===== src/rtl/input_dev_pkg.sv =====
// Shared definitions for the input_dev register block: register offsets,
// CTRL/STAT bit positions and the event-state encoding.
package input_dev_pkg;

  localparam int unsigned DATA_W = 32;

  localparam logic [3:0] OFS_DATA  = 4'h0;
  localparam logic [3:0] OFS_CTRL  = 4'h4;
  localparam logic [3:0] OFS_STAT  = 4'h8;
  localparam logic [3:0] OFS_COUNT = 4'hC;

  // The bridge hands over byte address bits [3:2] as a word index.
  localparam logic [1:0] ADDR_DATA  = OFS_DATA[3:2];
  localparam logic [1:0] ADDR_CTRL  = OFS_CTRL[3:2];
  localparam logic [1:0] ADDR_STAT  = OFS_STAT[3:2];
  localparam logic [1:0] ADDR_COUNT = OFS_COUNT[3:2];

  localparam int unsigned CTRL_IE   = 0;
  localparam int unsigned CTRL_EN   = 1;
  localparam int unsigned STAT_PEND = 0;
  localparam int unsigned STAT_OVF  = 1;

  // Encoded as {ovf, pend} so the state reads back directly as STAT.
  typedef enum logic [1:0] {
    ST_IDLE = 2'b00,
    ST_PEND = 2'b01,
    ST_OVF  = 2'b11
  } evt_state_e;

endpackage


===== src/rtl/input_dev_chg_detect.sv =====
// Two-stage input sampling pipeline with change comparator; the pipeline
// runs regardless of the capture enable.
module chg_detect
  import input_dev_pkg::*;
(
  input  logic              clk,
  input  logic              rst,
  input  logic [DATA_W-1:0] in_data,
  input  logic              en,
  output logic              change,
  output logic [DATA_W-1:0] in_q
);

  logic [DATA_W-1:0] in_qd;

  always_ff @(posedge clk) begin
    if (rst) begin
      in_q  <= '0;
      in_qd <= '0;
    end else begin
      in_q  <= in_data;
      in_qd <= in_q;
    end
  end

  assign change = en & (in_q != in_qd);

endmodule


===== src/rtl/input_dev.sv =====
// Memory-mapped input-port device: captures input changes into DATA/COUNT,
// tracks pending/overflow events and raises a maskable level interrupt.
module input_dev
  import input_dev_pkg::*;
#(
  parameter int unsigned CNT_W = 32
) (
  input  logic              clk,
  input  logic              rst,
  input  logic [DATA_W-1:0] in_data,
  input  logic [1:0]        dev_addr,
  input  logic              dev_we,
  input  logic [DATA_W-1:0] dev_wd,
  output logic [DATA_W-1:0] dev_rd,
  output logic              irq
);

  logic              change;
  logic [DATA_W-1:0] in_q;
  logic [DATA_W-1:0] data_r;
  logic              ie;
  logic              en;
  logic [CNT_W-1:0]  count;
  logic [DATA_W-1:0] count_rd;
  evt_state_e        state;
  logic [1:0]        stat_bits;
  logic              ctrl_wr;
  logic              ack;
  logic              unused_wd;

  chg_detect u_chg_detect (
    .clk     (clk),
    .rst     (rst),
    .in_data (in_data),
    .en      (en),
    .change  (change),
    .in_q    (in_q)
  );

  assign ctrl_wr   = dev_we && (dev_addr == ADDR_CTRL);
  assign ack       = dev_we && (dev_addr == ADDR_STAT) && dev_wd[STAT_PEND];
  assign unused_wd = ^dev_wd[DATA_W-1:2];

  always_ff @(posedge clk) begin
    if (rst) begin
      state  <= ST_IDLE;
      data_r <= '0;
      ie     <= 1'b0;
      en     <= 1'b0;
      count  <= '0;
    end else begin
      if (ctrl_wr) begin
        ie <= dev_wd[CTRL_IE];
        en <= dev_wd[CTRL_EN];
      end
      if (change) begin
        data_r <= in_q;
        count  <= count + CNT_W'(1);
      end
      // A change coinciding with an ack restarts at PEND: the acked event is dropped.
      case (state)
        ST_IDLE: if (change) state <= ST_PEND;
        ST_PEND: begin
          if (change)   state <= ack ? ST_PEND : ST_OVF;
          else if (ack) state <= ST_IDLE;
        end
        ST_OVF: begin
          if (change)   state <= ack ? ST_PEND : ST_OVF;
          else if (ack) state <= ST_IDLE;
        end
        default: state <= ST_IDLE;
      endcase
    end
  end

  assign stat_bits = state;
  assign irq       = stat_bits[STAT_PEND] & ie;

  if (CNT_W >= DATA_W) begin : g_cnt_trunc
    assign count_rd = count[DATA_W-1:0];
  end else begin : g_cnt_ext
    assign count_rd = {{(DATA_W-CNT_W){1'b0}}, count};
  end

  always_comb begin
    dev_rd = '0;
    case (dev_addr)
      ADDR_DATA: dev_rd = data_r;
      ADDR_CTRL: begin
        dev_rd[CTRL_IE] = ie;
        dev_rd[CTRL_EN] = en;
      end
      ADDR_STAT:  dev_rd[1:0] = stat_bits;
      ADDR_COUNT: dev_rd = count_rd;
      default:    dev_rd = '0;
    endcase
  end

endmodule

===== config.mk =====
export PLATFORM = sky130hd
export DESIGN_NAME = input_dev
export DESIGN_NICKNAME = d
export VERILOG_FILES = /design/src/rtl/input_dev_pkg.sv /design/src/rtl/input_dev_chg_detect.sv /design/src/rtl/input_dev.sv
export SDC_FILE = /design/constraint.sdc
export NUM_CORES = 1
export LEC_CHECK = 0
export ABC_AREA = 1
export BUFFER_PORTS_ARGS = -buffer_cell sky130_fd_sc_hd__buf_2
export CORE_AREA = 3 3 148 150
export CTS_BUF_LIST = sky130_fd_sc_hd__clkbuf_2
export DETAILED_ROUTE_END_ITERATION = 10
export DIE_AREA = 0 0 151 153
export SYNTH_ARGS = -nofsm -noshare
export SYNTH_HDL_FRONTEND = slang
export SYNTH_SLANG_ARGS = --single-unit

===== constraint.sdc =====
create_clock -name clk -period 2.2 [get_ports clk]
set_clock_uncertainty 0.2 [all_clocks]
set_input_delay 0.11 -clock clk [delete_from_list [all_inputs] [get_ports clk]]
set_output_delay 0.11 -clock clk [all_outputs]
set_load 0.03 [all_outputs]

==> summary.md <==
| Metric | Value |
|---|---|
| Setup crit end kind | flop |
| Yosys reg bits | 132 |
| Cell variety after synth | 21 |
| Final hold violations | 0 |
| Clk Tree Root Cell | clkbuf_2 |
| Vias in the first global route | between 5000 and 6000 |
| Setup TNS | -34.2 ps |
| Die area | around 0.023 mm^2 |
| Initial antenna violation count | 2 |
| Violated checks | negative setup slack |
| Layout cells sized above 1 | 13.0% |
| Run status | finished with violations |
| Worst path max stage delay | a little under 600 ps |
| CP max stage cell | dlygate4sd3_1 |
| Worst-path clk slew | 190 ps |
| Final wirelength | ~18 mm |
| Final worst slack | -34.2 ps |
| Hold Path Class | in -> reg |
| Startpoint types | input port |
| Crit Path Max Fanout | 2 |
| Core Rows | 53 |
| Residual DRC | 0 |
| Final RePlAce weighted congestion | ~0.9 |
| Max Freq | about 0.45 GHz |
| HPWL after detailed placement | around 12 mm |
| Htree depth | 4 |
| Pre-antenna DRT Iters | 5 |
| RSZ-0062 raised after global routing | false |
| Post-synthesis cell count | just over 900 |
| Number of I/O port buffers | 71 |
| CP Buf/Inv Count | 5 |
| Boundary Pins | approximately 100 |
| Clock Sinks | 132 |
| Final slew viol count | 0 |
| Fin crit share | 102% |
| Synthesized area per cell | between 6 and 7 um^2 |
| Leakage | roughly 3.4 nW |
| Kind of critical path | in -> reg |
| R2r endpoint | count[1]$_SDFFE_PP0P_ |
| CP Cell Sequence | dlygate4sd3_1 -> buf_2 -> dlygate4sd3_1 -> o21ai_2 -> dlygate4sd3_1 -> nor2_1 -> dlygate4sd3_1 |
| Largest delay share family, worst path | buffers and inverters |
| # nets final | 1158 |
| Ys Warns | 0 |
| DR iter-0 viols | between 300 and 400 |
| Synthesized cell area | 0.00615 mm^2 |
| First-pass GRT wire length | roughly 29 mm |
| Cells on worst reg2reg path | 10 |
| Hold Crit Start | rst |
| CP arrival | about 2600 ps |
| Largest net degree at the start of global routing | 42 |
| Worst-margin pin slew | 522 ps |
| Area Growth Syn to Fin | 33.2% |
| Max-Cap Viols | 0 |
| WL/cell | between 10 and 15 um |
| CP dominant cell by count | dlygate4sd3_1 |
| Max VDD drop | roughly 0.38 mV |
| Post-route ant nets | 0 |
| Register area share after synthesis | a little over two fifths |
| Clock Latency Late Sink | ~700 ps |
| Starting Density | a little under 30% |
| R2r setup slk | between 200 and 300 ps |
| Chip width | between 150 and 200 um |
| Pwr dens | around 560 mW/mm^2 |
| Finish-stage setup viols | 1 |
| Final Util | around two fifths |
| Slew headroom | about two thirds |
| TritonCTS clock tree | yes |
| Endpoint, Worst Hold | data_r[31]$_SDFFE_PP0P_ |
| GR Overflow Total | 0 |
| Max clock buf depth | 2 |
| Req. time, crit path | between 2000 and 3000 ps |
| Core footprint | approximately 0.021 mm^2 |
| Dpl ws | between 150 and 200 ps |
| Syn_nets | 983 |
| Min cycle time layout | 2230 ps |
| Gr usage total | between 10% and 20% |
| Die height | 153 um |
| Vias/cell | about 4.4 |
| CTS Buf Count | 17 |
| Hold path cells | 3 |
| DR vias | 6031 |
| Critical R2R Launch | u_chg_detect.in_q[2]$_SDFF_PP0_ |
## what timing repair did
| action | CTS | global route |
|---|---|---|
| resized for setup | 0 | 10 |
| buffers inserted | 0 | 0 |
| hold buffers | 108 | 0 |
| endpoints found under the setup margin | 0 | 25 |
| endpoints found under the hold margin | 132 | 0 |
## cell usage after synthesis
| cell | number | area [um^2] |
|---|---|---|
| nand2_1 | 278 | 1040 |
| dfxtp_1 | 132 | 2640 |
| nor2_1 | 124 | 465 |
| a21oi_1 | 98 | 490 |
| inv_1 | 84 | 315 |
| nand3_1 | 70 | 350 |
| clkbuf_1 | 27 | 101 |
| xnor2_1 | 27 | 236 |
| nand3b_1 | 13 | 97.6 |
| xor2_1 | 11 | 96.3 |
| buf_2 | 6 | 30.0 |
| buf_6 | 6 | 67.6 |
| ha_1 | 6 | 75.1 |
| inv_2 | 6 | 22.5 |
| o21ai_0 | 6 | 30.0 |
| buf_1 | 5 | 18.8 |
| nor2_2 | 5 | 31.3 |
| buf_4 | 1 | 7.51 |
| nand2_2 | 1 | 6.26 |
| nand4_1 | 1 | 6.26 |
| nor2_4 | 1 | 11.3 |
## worst min-delay path, cell delays in order
cell and delay (ps):
dlygate4sd3_1 530, buf_4 290, a21oi_1 170
## report_power, final
| group | switching, mW | total, mW | internal (mW) | leakage (nW) |
|---|---|---|---|---|
| combinational | 0.250 | 0.514 | 0.263 | 2.13 |
| clock | 0.887 | 1.52 | 0.629 | 0.143 |
| sequential | 0.0542 | 2.52 | 2.47 | 1.08 |
## cells by family (layout without fill, tap and decap cells)
family / Yosys count / in the layout / synth area share, %
DFF: 132 / 132 / 43.0
other: 0 / 1 / 0
adders and majority gates: 6 / 6 / 1.22
xor gates and xnor gates: 38 / 38 / 5.42
buffers and inverters: 135 / 322 / 9.16
AOI/OAI and AO/OA: 104 / 104 / 8.47
and+or+nand+nor: 493 / 493 / 32.7
## state kept, by name, summed over array words and instances (netlist names)
signal,flops
u_chg_detect.in_qd,32
ie,1
data_r,32
u_chg_detect.in_q,32
en,1
stat_bits,2
count,32
## metrics by stage
step | power [mW] | hold WS, ps | area, um^2 | std cells
global route | 4.74 | 176 | 8180 | 1371
detailed placement | 2.93 | 116 | 6840 | 1231
floorplan | 2.80 | 17.0 | 6150 | 908
global placement | 2.93 | 111 | 6840 | 1231
finish | 4.55 | 223 | 8180 | 1371
CTS | 4.57 | 179 | 8160 | 1370
## layout make-up
type	instances	area [um^2]
sequential	132	2650
tap	275	344
fill	2175	12600
multi-input combinational	641	2960
inverter	90	338
antenna	1	2.50
clock inverter	11	135
clock buffer	20	100
timing repair buffer	201	1660
## layout by cell type, fill, tap and decap left out, drive strengths merged
cell type and n:
o21ai 6, bufinv 3, nand3 70, dfxtp 132, clkinvlp 2, nand2 279, nor2 130, inv 91
buf 93, xor2 11, xnor2 27, ha 6, clkbuf 20, nand4 1, diode 1, dlygate4sd3 108
nand3b 13, clkinv 5, a21oi 98
## worst max-delay path by stage
stage	slack, ps	start	to	cells after the start
6_report	-30	dev_wd[0]	ie$_SDFFE_PP0P_	7
5_1_grt	6	count[19]$_SDFFE_PP0P_	dev_rd[19]	3
4_1_cts	30	count[9]$_SDFFE_PP0P_	dev_rd[9]	3
3_5_place_dp	180	u_chg_detect.in_q[2]$_SDFF_PP0_	count[21]$_SDFFE_PP0P_	10
3_3_place_gp	220	u_chg_detect.in_q[3]$_SDFF_PP0_	data_r[0]$_SDFFE_PP0P_	10
2_1_floorplan	400	en$_SDFFE_PP0P_	dev_rd[1]	4
## layer usage
layer / vias to the layer above / global-route usage, % / wire length [um]
li1: 3158 / - / -
met1: 2710 / 19.4 / 7960
met2: 134 / 26.9 / 8620
met3: 27 / 3.79 / 724
met4: 2 / 5.70 / 467
met5: - / 0 / 15
(Power assumes the default switching activity.)
